<file path="config.mk">
export PLATFORM = sky130hd
export DESIGN_NAME = xor3_parity_seq
export DESIGN_NICKNAME = d
export VERILOG_FILES = /design/src/rtl/xor3_parity_seq.sv
export SDC_FILE = /design/constraint.sdc
export NUM_CORES = 1
export LEC_CHECK = 0
export CORE_UTILIZATION = 54
export DETAILED_ROUTE_END_ITERATION = 16
export PLACE_DENSITY = 0.88
export SYNTH_ARGS = -nofsm -noshare
export SYNTH_HDL_FRONTEND = slang
export SYNTH_SLANG_ARGS = --single-unit
</file>
<file path="constraint.sdc">
create_clock -name clk -period 4 [get_ports clk]
set_clock_uncertainty 0.05 [all_clocks]
set_input_delay 0.4 -clock clk [delete_from_list [all_inputs] [get_ports clk]]
set_output_delay 0.4 -clock clk [all_outputs]
set_load 0.02 [all_outputs]
</file>
<file path="src/rtl/xor3_parity_seq.sv">
// Sequential parity generator: reduces a WIDTH-bit word two bits per clock
// through a single shared xor3 cell, with a start/busy/done handshake.
`timescale 1ns/1ps

module xor3 (
    input  logic in1,
    input  logic in2,
    input  logic in3,
    output logic out
);
    assign out = in1 ^ in2 ^ in3;
endmodule

module xor3_parity_seq #(
    parameter int WIDTH = 8
) (
    input  logic             clk,
    input  logic             rst_n,
    input  logic             start,
    input  logic [WIDTH-1:0] data_in,
    input  logic             odd_mode,
    output logic             busy,
    output logic             done,
    output logic             parity_out
);
    localparam int CW = $clog2(WIDTH / 2) + 1;
    localparam logic [CW-1:0] HALF = CW'(WIDTH / 2);
    localparam logic [CW-1:0] ONE  = CW'(1);

    typedef enum logic [1:0] {
        IDLE,
        RUN,
        DONE
    } state_t;

    state_t           state;
    logic [WIDTH-1:0] sh;
    logic             acc;
    logic             mode;
    logic [CW-1:0]    cnt;
    logic             x_out;

    // The one shared reduction cell: the low pair of the shift register folded
    // into the running accumulator.
    xor3 u_xor3 (
        .in1 (sh[1]),
        .in2 (sh[0]),
        .in3 (acc),
        .out (x_out)
    );

    // NOTE: all state uses non-blocking assignments so every register sees
    // pre-edge values, which keeps x_out consistent with the sh/acc it came from.
    always_ff @(posedge clk or negedge rst_n) begin
        if (!rst_n) begin
            state      <= IDLE;
            busy       <= 1'b0;
            done       <= 1'b0;
            parity_out <= 1'b0;
            sh         <= '0;
            acc        <= 1'b0;
            mode       <= 1'b0;
            cnt        <= '0;
        end else begin
            case (state)
                IDLE: begin
                    if (start) begin
                        sh    <= data_in;
                        acc   <= 1'b0;
                        mode  <= odd_mode;
                        cnt   <= HALF;
                        busy  <= 1'b1;
                        state <= RUN;
                    end
                end
                RUN: begin
                    acc <= x_out;
                    sh  <= sh >> 2;
                    cnt <= cnt - ONE;
                    // Last pair consumed on this edge: publish the result.
                    if (cnt == ONE) begin
                        parity_out <= x_out ^ mode;
                        done       <= 1'b1;
                        state      <= DONE;
                    end
                end
                DONE: begin
                    done  <= 1'b0;
                    busy  <= 1'b0;
                    state <= IDLE;
                end
                default: begin
                    done  <= 1'b0;
                    busy  <= 1'b0;
                    state <= IDLE;
                end
            endcase
        end
    end
endmodule
</file>
# == Yosys cells after proc, flatten, opt, wreduce, memory -nomap -nowiden ==
# Index checks and enable logic that the tools add are counted.
# op_classes
addsub,1
multipliers,0
div_mod_pow,0
n_lt_le_gt_ge,0
eq_ne,4
shift,0
n_mux,13
bitwise_logic,5
reduce_logical,8
# ops
cell,n
case mux 8 bit (2 select lines),1
AND reduction 2 bit,6
two-way mux 8 bit,1
case mux 1 bit (2 select lines),3
case mux 3 bit (2 select lines),1
two-way mux 2 bit,2
inequality test 2 bit (second input constant),2
case mux 2 bit (2 select lines),1
== test 3 x 1 -> 1 bit (second input constant),1
two-way mux 1 bit,3
two-way mux 3 bit,1
subtractor 3 x 1 -> 3 bit (second input constant),1
bitwise XOR 1 bit,3
== test 2 x 1 -> 1 bit (second input constant),1
logical NOT 2 bit,1
NOT 1 bit,2
nonzero test 2 bit,1
# word_totals
regBits,18
latch_bits,0
ramBits,0
romBits,0
in_bits,12
out_inout_bits,3
elab_cells,39
memories,0

# == Longest topological paths before layout ==
# logic_depth
ltp_word,3
ltp_mapped,5

# == Modules after synthesis ==
# A second synthesis with hierarchy kept.
# unflattened
cells_unflattened,77
hier_area_um2,828.3
# modules_own_cells
mod,n_inst,cells_per_inst,area_per_inst_um2,seq_area_each_um2
xor3_parity_seq,1,76,804.5,450.4
xor3,1,1,23.8,0.0

# == Worst setup path before layout ==
# No wires, ideal clock.
# synth_path
path_type,reg2reg
start,register cnt[1]
end,register parity_out
setup_time_ns,0.125
arrival_ns,1.088
required_time_ns,3.825
slack_ns,2.737
stages_incl_launch_ff,5
path_buffers,0
period_less_slack_ns,1.263
path_cell_list,dfrtp_1 inv_1 ha_1 nor3b_4 mux2_4
# synth_between
elab_chain_cells,2
# synth_rtl
element,line,text
start: declaration,40,logic [CW-1:0] cnt;
start signal: assignment,79,cnt <= cnt - ONE;
== test 3 x 1 -> 1 bit,81,if (cnt == ONE) begin
AND reduction 2 bit (no line),--,
end signal: assignment,82,parity_out <= x_out ^ mode;
end: declaration,24,output logic parity_out
# Every way passes these cells.
# A chain may end at the register's enable or synchronous reset.

# == Worst setup path after layout ==
# layout_path
start,register busy
end,output busy
# layout_rtl
element,line,text
start: declaration,22,"output logic busy,"
start signal: assignment,57,busy <= 1'b0;
start signal: assignment,72,busy <= 1'b1;
start signal: assignment,89,busy <= 1'b0;
# No word-level cell between the ends.

==> run metrics <==
status=complete, no violations; Die Wd=42.6 um; Achievable Freq=591 MHz; CTS tree=built; CP Cell Sequence=clkdlybuf4s50_1; slowest CP cell=clkdlybuf4s50_1; slowest cell delay on critical path=0.60 ns; Power Dens Cells=678 nW/um^2; placement-stage worst setup slack=2.09 ns; fin area=1050 sq um; hold-critical path endpoint=done$_DFFE_PN0P_; CP Buf/Inv Count=1; Seq/Total Area, Yosys=0.507; kind of critical path=reg -> out; Synth Area in XOR/XNOR=0.0380; worst min path class=reg -> reg; Cell Area, Synth=888 sq um; Yosys Warn Count=0; period utilization=0.423; hpwl dp=1000 um; final net count=111; IO Pins=15; final wirelength=1380 um; Die ar.=1810 sq um; Worst R2R Path Depth=2; clock net sink count=18; global placement routability congestion=0.717; Avg Vias per Cell=5.69; core area=1520 sq um; Clock transition at path regs=0.09 ns; Total GRT Usage=0.183; CTS H-tree depth=1; Wirelength per Cell=12.5 um; Synth Area in Compound Gates=0.158; worst r2r src=state[0]$_DFFE_PN0P_; Final Max Tran Viols=0; met1 usage=0.231; vias in the first global route=545; synthesis-stage register bit count=18; commonest non-fill, non-tap cell in the layout=dfrtp_1; max cap viols=0; CP required=3.55 ns; share of cells above drive strength 1=0.105; simple-gate portion of the synthesized area=0.177; total chip power=710 uW; maximum vdd drop=526 uV; WHS=0.436 ns; CTS max path bufs=2; most used routing layer in global routing=met2; Post-Syn Instances=82; fin crit period=1.69 ns; Slew Limit Headroom=0.476; fillcell total=123; Area Growth Syn to Fin=17.7%; multi-input logic area=398 sq um; post-synth net total=96; main combinational cell family by area after synthesis=simple AND/OR/NAND/NOR gates; 1st-iter DRT viols=9; multiplexer area fraction after synthesis=0.0465; router iterations before antenna repair=4; Routed Antenna Nets=0; worst hold start=done$_DFFE_PN0P_; largest net degree at the start of global routing=19; DP Area=1020 sq um; Avg Synthesized Cell Area=10.8 sq um; Skew-Pair Late Insertion Delay=0.29 ns; Setup TNS=0 ns; Post-CTS Setup Bufs=0; CP arrival=1.24 ns; Main synth FF type=dfrtp_1; commonest non-fill, non-tap cells in the layout=18 x dfrtp_1, 14 x clkdlybuf4s50_1, 10 x nand2_1; Critical Path End Type=output pin; Port Buf Inserts=14; initial antenna violation count=0; Core Rows=14; hold depth=1; reg2reg end=cnt[2]$_DFFE_PN0P_; critical path startpoint category=flip-flop; Synth Area in Adders=0.0282; Crit path max-delay family=buffers and inverters; Storage cell area=450 sq um; global-route wire length before repair=2360 um; CTS-repair resized insts=0; drt drc=0; Starting Density=0.583; FFs w/ async S/R, synth=1.00; P_leak=0.000466 uW; Final Setup Violations=0; Post-synth EDFFs=0; CTS Buf Count=3; Root Driver=clkbuf_4; Die Ht=42.6 um; worst slew pin tran=0.784 ns; CTS Hold Buffers Added=0; vias=632; RSZ-0062 raised after global routing=no; Netlist cell types=27; GR Util met3=0.0776; GR Util met2=0.268; CP max FO=2; GRT Residual Overflow=0; Final WS setup=2.31 ns; register-to-register setup slack=2.31 ns; Fin. Hold Viols=0; antenna diode count=0
[registers in the layout, summed over array words and instances, names as in the netlist]
| name | flops |
|---|---|
| sh | 8 |
| cnt | 3 |
| state | 2 |
| acc | 1 |
| busy | 1 |
| done | 1 |
| mode | 1 |
| parity_out | 1 |
[metal layers]
metal	vias up	routed length, um
met1	297	650
li1	312	-
met5	-	0
met2	19	625
met4	0	27
met3	4	81
[layout make-up]
class / instances / share of cell area
multi-input combinational: 56 / 0.380
tap: 16 / 0.0191
clock buffer: 3 / 0.0215
inverter: 4 / 0.0144
sequential: 18 / 0.431
timing repair buffer: 14 / 0.134
[worst max path at each step]
| stage | startpoint | cells past startpoint | slack, ns | end |
|---|---|---|---|---|
| detailed placement | start | 3 | 2.09 | cnt[2]$_DFFE_PN0P_ |
| global placement | start | 3 | 2.15 | acc$_DFFE_PN0P_ |
| global route | state[0]$_DFFE_PN0P_ | 3 | 2.15 | sh[5]$_DFFE_PN0P_ |
| CTS | parity_out$_DFFE_PN0P_ | 1 | 2.29 | parity_out |
| finish | busy$_DFFE_PN0P_ | 1 | 2.31 | busy |
| floorplan | cnt[1]$_DFFE_PN0P_ | 4 | 2.74 | parity_out$_DFFE_PN0P_ |
[cell families after synthesis]
family	count (synthesis)
muxes	3
buffers and inverters	8
AOI/OAI and AO/OA	24
and+or+nand+nor	24
DFF	18
adders and majority gates	2
xor gates and xnor gates	3
[cells in the mapped netlist (all sizes together), types with 2 or more instances]
| master | instances | area, sq um |
|---|---|---|
| nor2 | 3 | 11.3 |
| dfrtp | 18 | 450 |
| ha | 2 | 25.0 |
| mux2 | 3 | 41.3 |
| buf | 3 | 21.3 |
| a21oi | 5 | 25.0 |
| nand2 | 10 | 37.5 |
| xnor2 | 2 | 17.5 |
| o21ai | 11 | 55.1 |
| inv | 4 | 15.0 |
| a22oi | 4 | 30.0 |
| and3b | 3 | 26.3 |
| nor2b | 4 | 32.5 |
[report_power, final]
group | internal, uW | switching (uW) | total (uW) | leakage (uW)
combinational | 165 | 124 | 289 | 0.000227
clock | 35.0 | 49.3 | 84.3 | 0.0000138
sequential | 257 | 79.1 | 336 | 0.000225
[stage by stage]
step                      utilization  instances
after floorplan                     -         82
after global placement          0.672        108
after detailed placement        0.672        108
after CTS                       0.686        111
after global routing            0.686        111
final                           0.686        111
Power figures use the tool's default switching activity.
